`config.mk`:
```
export PLATFORM = sky130hd
export DESIGN_NAME = pipe_hazard_ctrl
export DESIGN_NICKNAME = d
export VERILOG_FILES = /design/src/rtl/pipe_hazard_ctrl.sv
export SDC_FILE = /design/constraint.sdc
export NUM_CORES = 1
export LEC_CHECK = 0
export BUFFER_PORTS_ARGS = -buffer_cell sky130_fd_sc_hd__buf_2
export CORE_ASPECT_RATIO = 0.5
export CORE_MARGIN = 5
export CORE_UTILIZATION = 38
export DETAILED_ROUTE_END_ITERATION = 8
export GPL_ROUTABILITY_DRIVEN = 1
export HOLD_SLACK_MARGIN = 0.02
export PLACE_DENSITY = 0.83
export SYNTH_ARGS = -nofsm -noshare
export SYNTH_HDL_FRONTEND = slang
export SYNTH_SLANG_ARGS = --single-unit
```
`constraint.sdc`:
```
create_clock -name clk -period 1.46 [get_ports clk]
set_input_delay 0.146 -clock clk [delete_from_list [all_inputs] [get_ports clk]]
set_output_delay 0.146 -clock clk [all_outputs]
set_load 0.02 [all_outputs]
```
`src/rtl/pipe_hazard_ctrl.sv`:
```
// Hazard and forwarding controller for the 5-stage pipeline: forwarding selects, load-use/multi-cycle stalls,
// taken-branch flush window. Define HAZ_PERF_CNT_EN to build the stall/flush performance counters.
module pipe_hazard_ctrl #(
    parameter int REG_ADDR_W   = 5,
    parameter int LOAD_LAT     = 1,
    parameter int MULTI_LAT    = 4,
    parameter int BRANCH_FLUSH = 0,
    parameter int CNT_W        = 32
) (
    input  logic                  clk,
    input  logic                  rst,
    input  logic [REG_ADDR_W-1:0] addr_rs_id,
    input  logic [REG_ADDR_W-1:0] addr_rt_id,
    input  logic                  rs_used_id,
    input  logic                  rt_used_id,
    input  logic                  is_store_id,
    input  logic                  is_multi_id,
    input  logic                  branch_taken_id,
    input  logic                  wb_wen_exe,
    input  logic [REG_ADDR_W-1:0] regw_addr_exe,
    input  logic                  mem_ren_exe,
    input  logic                  wb_wen_mem,
    input  logic [REG_ADDR_W-1:0] regw_addr_mem,
    input  logic                  mem_ren_mem,
    input  logic                  wb_wen_wb,
    input  logic [REG_ADDR_W-1:0] regw_addr_wb,
    output logic [2:0]            fwd_a_ctrl,
    output logic [2:0]            fwd_b_ctrl,
    output logic                  fwd_m,
    output logic                  if_en,
    output logic                  id_en,
    output logic                  exe_en,
    output logic                  mem_en,
    output logic                  wb_en,
    output logic                  if_rst,
    output logic                  id_rst,
    output logic                  exe_rst,
    output logic                  mem_rst,
    output logic                  wb_rst,
    output logic                  busy,
    output logic [CNT_W-1:0]      stall_load_cnt,
    output logic [CNT_W-1:0]      stall_multi_cnt,
    output logic [CNT_W-1:0]      flush_cnt
);

    typedef enum logic [1:0] {RUN, LOAD_STALL, MULTI_BUSY, FLUSH} state_t;

    localparam logic [3:0] LOAD_CNT  = 4'(LOAD_LAT - 1);
    localparam logic [3:0] MULTI_CNT = 4'(MULTI_LAT - 1);
    localparam logic [3:0] FLUSH_CNT = 4'(BRANCH_FLUSH);

    state_t     state_q, state_d;
    logic [3:0] cnt_q, cnt_d;
    logic       load_use;

    // First match wins: a load still in EXE cannot forward, so it falls through to older stages.
    function automatic logic [2:0] fwd_sel(input logic used, input logic [REG_ADDR_W-1:0] a);
        if (!used || a == '0)                                       return 3'b000;
        else if (wb_wen_exe && !mem_ren_exe && a == regw_addr_exe) return 3'b001;
        else if (wb_wen_mem && mem_ren_mem && a == regw_addr_mem)  return 3'b011;
        else if (wb_wen_mem && a == regw_addr_mem)                 return 3'b010;
        else if (wb_wen_wb && a == regw_addr_wb)                   return 3'b100;
        else                                                       return 3'b000;
    endfunction

    assign fwd_a_ctrl = fwd_sel(rs_used_id, addr_rs_id);
    assign fwd_b_ctrl = fwd_sel(rt_used_id, addr_rt_id);
    assign fwd_m      = is_store_id && mem_ren_exe && addr_rt_id != '0 && addr_rt_id == regw_addr_exe;

    // Store data comes from the MEM-stage load via fwd_m, so a store's rt never causes a stall.
    assign load_use = mem_ren_exe && regw_addr_exe != '0 &&
                      ((rs_used_id && addr_rs_id == regw_addr_exe) ||
                       (rt_used_id && !is_store_id && addr_rt_id == regw_addr_exe));

    assign busy = (state_q != RUN);

    always_ff @(posedge clk or posedge rst) begin
        if (rst) begin
            state_q <= RUN;
            cnt_q   <= 4'd0;
        end else begin
            state_q <= state_d;
            cnt_q   <= cnt_d;
        end
    end

    always_comb begin
        state_d = state_q;
        cnt_d   = cnt_q;
        if_en   = 1'b1;
        id_en   = 1'b1;
        exe_en  = 1'b1;
        mem_en  = 1'b1;
        wb_en   = 1'b1;
        if_rst  = 1'b0;
        id_rst  = 1'b0;
        exe_rst = 1'b0;
        mem_rst = 1'b0;
        wb_rst  = 1'b0;
        case (state_q)
            RUN: begin
                if (load_use) begin
                    if_en   = 1'b0;
                    id_en   = 1'b0;
                    exe_rst = 1'b1;
                    if (LOAD_LAT > 1) begin
                        state_d = LOAD_STALL;
                        cnt_d   = LOAD_CNT;
                    end
                end else if (is_multi_id && MULTI_LAT > 1) begin
                    state_d = MULTI_BUSY;
                    cnt_d   = MULTI_CNT;
                end else if (branch_taken_id && BRANCH_FLUSH > 0) begin
                    state_d = FLUSH;
                    cnt_d   = FLUSH_CNT;
                end
            end
            LOAD_STALL: begin
                if_en   = 1'b0;
                id_en   = 1'b0;
                exe_rst = 1'b1;
                cnt_d   = cnt_q - 4'd1;
                if (cnt_q <= 4'd1) state_d = RUN;
            end
            MULTI_BUSY: begin
                if_en   = 1'b0;
                id_en   = 1'b0;
                exe_en  = 1'b0;
                mem_rst = 1'b1;
                cnt_d   = cnt_q - 4'd1;
                if (cnt_q <= 4'd1) state_d = RUN;
            end
            FLUSH: begin
                id_rst = 1'b1;
                cnt_d  = cnt_q - 4'd1;
                if (cnt_q <= 4'd1) state_d = RUN;
            end
            default: begin
                state_d = RUN;
                cnt_d   = 4'd0;
            end
        endcase
        if (rst) begin
            {if_en, id_en, exe_en, mem_en, wb_en}      = 5'b11111;
            {if_rst, id_rst, exe_rst, mem_rst, wb_rst} = 5'b11111;
        end
    end

`ifdef HAZ_PERF_CNT_EN
    logic [CNT_W-1:0] stall_load_cnt_q, stall_multi_cnt_q, flush_cnt_q;
    logic             load_inc, multi_inc, flush_inc;

    assign load_inc  = (state_q == RUN && load_use) || state_q == LOAD_STALL;
    assign multi_inc = (state_q == MULTI_BUSY);
    assign flush_inc = (state_q == FLUSH);

    always_ff @(posedge clk or posedge rst) begin
        if (rst) begin
            stall_load_cnt_q  <= '0;
            stall_multi_cnt_q <= '0;
            flush_cnt_q       <= '0;
        end else begin
            if (load_inc && stall_load_cnt_q != '1)   stall_load_cnt_q  <= stall_load_cnt_q + 1'b1;
            if (multi_inc && stall_multi_cnt_q != '1) stall_multi_cnt_q <= stall_multi_cnt_q + 1'b1;
            if (flush_inc && flush_cnt_q != '1)       flush_cnt_q       <= flush_cnt_q + 1'b1;
        end
    end

    assign stall_load_cnt  = stall_load_cnt_q;
    assign stall_multi_cnt = stall_multi_cnt_q;
    assign flush_cnt       = flush_cnt_q;
`else
    assign stall_load_cnt  = '0;
    assign stall_multi_cnt = '0;
    assign flush_cnt       = '0;
`endif

endmodule

```
# Word level (Yosys, flattened, before mapping)
# Cells that the tools add are included.
[totals]
regBits = 6
latch_bits = 0
mem_bits_rw = 0
romBits = 0
in_bits = 37
output_inout_bits = 114
word_cells = 81
mem_count = 0
[op_classes]
n_addsub = 1
mul = 0
div = 0
order_cmp = 1
n_eq_ne = 12
shifts = 0
muxes = 30
bitwise = 0
n_reduce_logical = 35
[op_table]
columns = ["operator", "count"]
rows = [
  ["$eq A5 B5 Y1", 6],
  ["$mux W3", 10],
  ["$logic_and A1 B1 Y1", 18],
  ["$mux W1", 11],
  ["$logic_not A5 Y1", 2],
  ["$reduce_bool A5 Y1", 2],
  ["$mux W4", 2],
  ["$pmux W4 S2", 1],
  ["$mux W2", 3],
  ["$eq A2 B2 Y1 const B", 2],
  ["$le A4 B1 Y1 const B", 1],
  ["$logic_not A1 Y1", 4],
  ["$ne A2 B2 Y1 const B", 2],
  ["$pmux W1 S2", 2],
  ["$pmux W2 S2", 1],
  ["$sub A4 B1 Y4 const B", 1],
  ["$logic_or A1 B1 Y1", 3],
  ["$reduce_and A3 Y1", 1],
  ["$reduce_or A3 Y1", 1],
  ["$eq A2 B1 Y1 const B", 1],
  ["$logic_not A2 Y1", 1],
  ["$ne A2 B1 Y1 const B", 1],
  ["$reduce_and A2 Y1", 1],
  ["$reduce_bool A2 Y1", 1],
  ["$reduce_or A2 Y1", 1],
]

# Logic depth before layout (Yosys ltp)
[logic_depth]
word_depth = 8
mapped_depth = 6
mapped_depth_nobuf = 6

# Worst setup path before layout
# OpenSTA, ideal clock, no wires.
[synth_timing]
path_type = "register to output"
start = "reg state_q[1]"
end = "out if_en"
arrival_ps = 1565
required_time_ps = 1314
slack_ps = -251
path_stages_with_launch = 6
path_buffers = 3
cell_sequence = "dfrtp_1 clkbuf_1 clkbuf_1 nand2_1 o31a_2 buf_4"
[synth_via]
elab_chain_len = 4
elab_cells_between_ends = 6
cone_classes = "eq/ne: 2; mux: 2; reduce/logical: 2"
[synth_lines]
columns = ["element", "line", "text"]
rows = [
  ["start, declared", "52", "state_t state_q, state_d;"],
  ["start signal, assigned", "82", "state_q <= state_d;"],
  ["$eq A2 B2 Y1 or $eq A2 B1 Y1 (tied branches)", "-", ""],
  ["$reduce_or A2 Y1 (no source line)", "-", ""],
  ["$pmux W1 S2 (*)", "-", ""],
  ["$mux W1 (*)", "-", ""],
  ["end, declared", "30", "output logic if_en,"],
]
# Every way passes the cells marked *; elsewhere a longest branch is shown, timed or not.

# Final worst setup path
[layout_timing]
start = "in addr_rt_id[3]"
end = "out if_en"
[layout_via]
elab_chain_len = 7
[layout_lines]
columns = ["element", "line", "text"]
rows = [
  ["start, declared", "13", "input logic [REG_ADDR_W-1:0] addr_rt_id,"],
  ["$eq A5 B5 Y1", "73", "(rt_used_id && !is_store_id && addr_rt_id == regw_addr_exe));"],
  ["$logic_and A1 B1 Y1", "73", ""],
  ["$logic_or A1 B1 Y1", "72", "((rs_used_id && addr_rs_id == regw_addr_exe) ||"],
  ["$logic_and A1 B1 Y1", "71", "assign load_use = mem_ren_exe && regw_addr_exe != '0 &&"],
  ["$mux W1", "102", "if (load_use) begin"],
  ["$pmux W1 S2", "100", "case (state_q)"],
  ["$mux W1", "143", "if (rst) begin"],
]
# Every way passes these cells.

==> impl_metrics.csv <==
group,metric,value,unit
outcome,outcome,"complete, but fails checks",
outcome,failed_checks,"negative setup slack",
sta,clock_skew,2.83,ps
global_routing,grt_max_degree,17,
clock_network,clk_pin_slew_worst_paths,40,ps
synthesis,synth_top_area_share,47.3,%
placed_design,gp_congestion,0.836,
route,drc_errors,0,
synthesis,syn_area,1620,um2
synthesis,seq_area_frac_synth,7.72,%
global_routing,grt_pass1_vias,1377,
power_and_ir_drop,p_leak,1.04,nW
global_routing,antenna_found_initial,0,
route,routed_wl,4190,um
setup_path,reg2reg_to,"state_q[1]$_DFFE_PP0P_",
layout,final_cells,342,
route,vias,1349,
sta,tns,-248,ps
power_and_ir_drop,peakVddDrop,0.238,mV
global_routing,grt_usage,13.6,%
placed_design,placed_cell_area,1670,um2
setup_path,crit_start,"addr_rt_id[3]",
setup_path,end_kind,"output pin",
global_routing,grt.overflow.total,0,
layout,area_growth,21.3,%
layout,multi_input_area,1180,um2
placed_design,portBuffers,51,
placed_design,dp.cells,333,
sta,finalHoldViolations,0,
setup_path,critPathCapture,"if_en",
layout,final_util,49.1,%
layout,antenna_cells,0,
synthesis,synthDistinctLibCells,32,
setup_path,max_stage_delay,360,ps
layout,fin_nets,328,
clock_network,htree_levels,1,
die,die_h,56.2,um
sta,fmax,634,MHz
die,die_area,5750,um2
setup_path,reg2reg_from,"cnt_q[0]$_DFFE_PP0P_",
placed_design,hpwl,3330,um
synthesis,syn_inst,218,
setup_path,cp_data_arrival_time,1430,ps
die,start_util,40.5,%
die,die_w,102,um
setup_path,slowest_stage,"o31a_2",
clock_network,clock_latency,220,ps
setup_path,critical_path_required,1310,ps
setup_path,reg2reg_depth,6,
route,routedWlPerCell,12.3,um
sta,setup_slack,-118,ps
sta,fin_crit_sh,108,%
sta,period_needed,1580,ps
synthesis,avgSynthCellArea,7.43,um2
placed_design,place_ws,-160,ps
setup_path,path_max_fanout,3,
sta,rsz0062_at_grt,"true",
die,num_rows,16,
setup_path,regToRegSetupSlack,250,ps
clock_network,clockRootBuffer,"clkbuf_8",
synthesis,synth_warnings,0,
layout,seq_area,126,um2
synthesis,synth_area_leaders,"buf_4 (47%), xnor2_1 (9.7%), dfrtp_1 (7.7%)",
min_path,hp-class,"input port to flop",
clock_network,cts_buffer_depth,2,
setup_path,crit_top_cell,"buf_6",
clock_network,cts_buffers,3,
clock_network,cts_tree,"done",
route,drt_iter0_drc,16,
route,first_pass_iters,4,
die,io_pins,151,
sta,drv_slew,0,
clock_network,cts_sinks,5,
job,maxCapViolations,0,
layout,final_layout_size_suffix_gt1_share,34.4,%
route,antenna_left,0,
setup_path,path_cells,"buf_6 -> xnor2_2 -> nand3_2 -> nor4b_4 -> nor2_2 -> o31a_2 -> buf_6",
sta,setup_viol,3,
power_and_ir_drop,power_density,789,nW/um2
setup_path,critPathTopFamily,"simple AND/OR/NAND/NOR gates",
synthesis,yosysTopAreaCell,"buf_4",
route,vias_per_cell,3.94,
setup_path,startpoint_type,"input port",
min_path,hold_depth,4,
layout,fillCellCount,395,
setup_path,cp.depth,7,
synthesis,synth-seq-cells,5,
setup_path,crit_buf_inv,2,
die,core_area,4000,um2
global_routing,grt_pass1_wl,6330,um
layout,finish.instance_area,1970,um2
setup_path,path_class,"input port to output pin",
==> logic make-up after synthesis <==
logic type | Yosys count | synth area share [%]
compound gates | 19 | 8.26
xor+xnor | 30 | 16.2
fa+ha+maj | 2 | 1.54
buf+inv | 108 | 48.6
flops | 5 | 7.72
other cells | 2 | 0.463
simple gates | 52 | 17.1
==> cell type report <==
cell class | instances | area share (%)
multi-input combinational | 201 | 59.8
clock buffer | 4 | 2.29
inverter | 4 | 0.764
tap | 54 | 3.44
sequential | 5 | 6.43
timing repair buffer | 74 | 27.2
==> what timing repair did <==
action | in CTS | in global routing
gates resized for setup | 31 | 13
pin swaps | 13 | 18
endpoints found under the setup margin | 9 | 12
endpoints found under the hold margin | 5 | 0
buffers inserted | 2 | 2
hold buffers | 1 | 0
==> registers in the layout, indices dropped and copies added (netlist names) <==
signal and count:
cnt_q 4, state_q 1
==> synth_stat cells <==
library cell and n:
or4_1 2, or2_2 1, o41a_1 1, nor2_2 1, nor3_1 7, o22ai_1 2, and4_1 1, nor2_1 11
nand2_1 11, nor4b_4 1, dfrtp_1 5, o21a_1 1, inv_1 4, nand2b_1 2, ha_1 2, buf_4 102
a31oi_1 1, xnor2_1 18, o31a_2 2, o21ai_0 2, or3_1 1, o21ai_2 1, clkbuf_1 2, nor4_1 2
xor2_1 12, nand3_1 5, a32oi_1 2, nor2b_1 3, and3_1 4, o31ai_1 2, a21oi_1 5, conb_1 2
==> how the worst min path moves through the flow <==
| stage | start | end |
|---|---|---|
| finish | is_multi_id | cnt_q[3]$_DFFE_PP0P_ |
| global route | is_multi_id | state_q[1]$_DFFE_PP0P_ |
| CTS | is_multi_id | cnt_q[3]$_DFFE_PP0P_ |
| detailed placement | rst | state_q[1]$_DFFE_PP0P_ |
| global placement | rst | state_q[1]$_DFFE_PP0P_ |
| floorplan | rst | cnt_q[0]$_DFFE_PP0P_ |
==> per-layer routing <==
metal / vias to the layer above / wire length, um / GRT usage (%) / share of wire (%)
met4: 0 / 170 / 8.97 / 4.1
met1: 610 / 1250 / 12.2 / 30
met2: 74 / 2470 / 27.9 / 59
met3: 14 / 306 / 1.63 / 7.3
met5: - / 0 / 0 / 0
li1: 651 / - / - / -
==> worst register-to-register path, cell delays in order (launching register included) <==
cell     delay (ps)
dfrtp_1         410
inv_1            70
ha_1            230
nor2_1          110
nor3_1           50
a21oi_1         130
o31a_2          150
==> through the flow <==
stage | hold WS (ps) | total power (W)
2_1_floorplan | -44.2 | 0.00117
3_3_place_gp | 126 | 0.00117
3_5_place_dp | 140 | 0.00120
4_1_cts | 305 | 0.00151
5_1_grt | 344 | 0.00168
6_report | 305 | 0.00155
==> cell usage in the layout (no fill, tap or decap), drive strengths merged, types with 2 or more instances in the layout <==
cell	n
nor2	12
or4	2
nand3	5
dfrtp	5
o31a	2
nor3	7
buf	73
ha	2
nor4	2
nor2b	3
nand2	11
clkbuf	4
o22ai	2
conb	98
and3	4
o21ai	3
o31ai	2
a21oi	5
xnor2	18
xor2	12
inv	4
a32oi	2
nand2b	2
==> where the power goes <==
| group | switching (W) | total (W) | internal (W) | leakage [nW] |
|---|---|---|---|---|
| combinational | 0.000587 | 0.000983 | 0.000395 | 0.962 |
| sequential | 0.000108 | 0.000315 | 0.000207 | 0.0577 |
| clock | 0.0000649 | 0.000252 | 0.000187 | 0.0228 |
No activity file was read; power rests on OpenSTA's default activity.
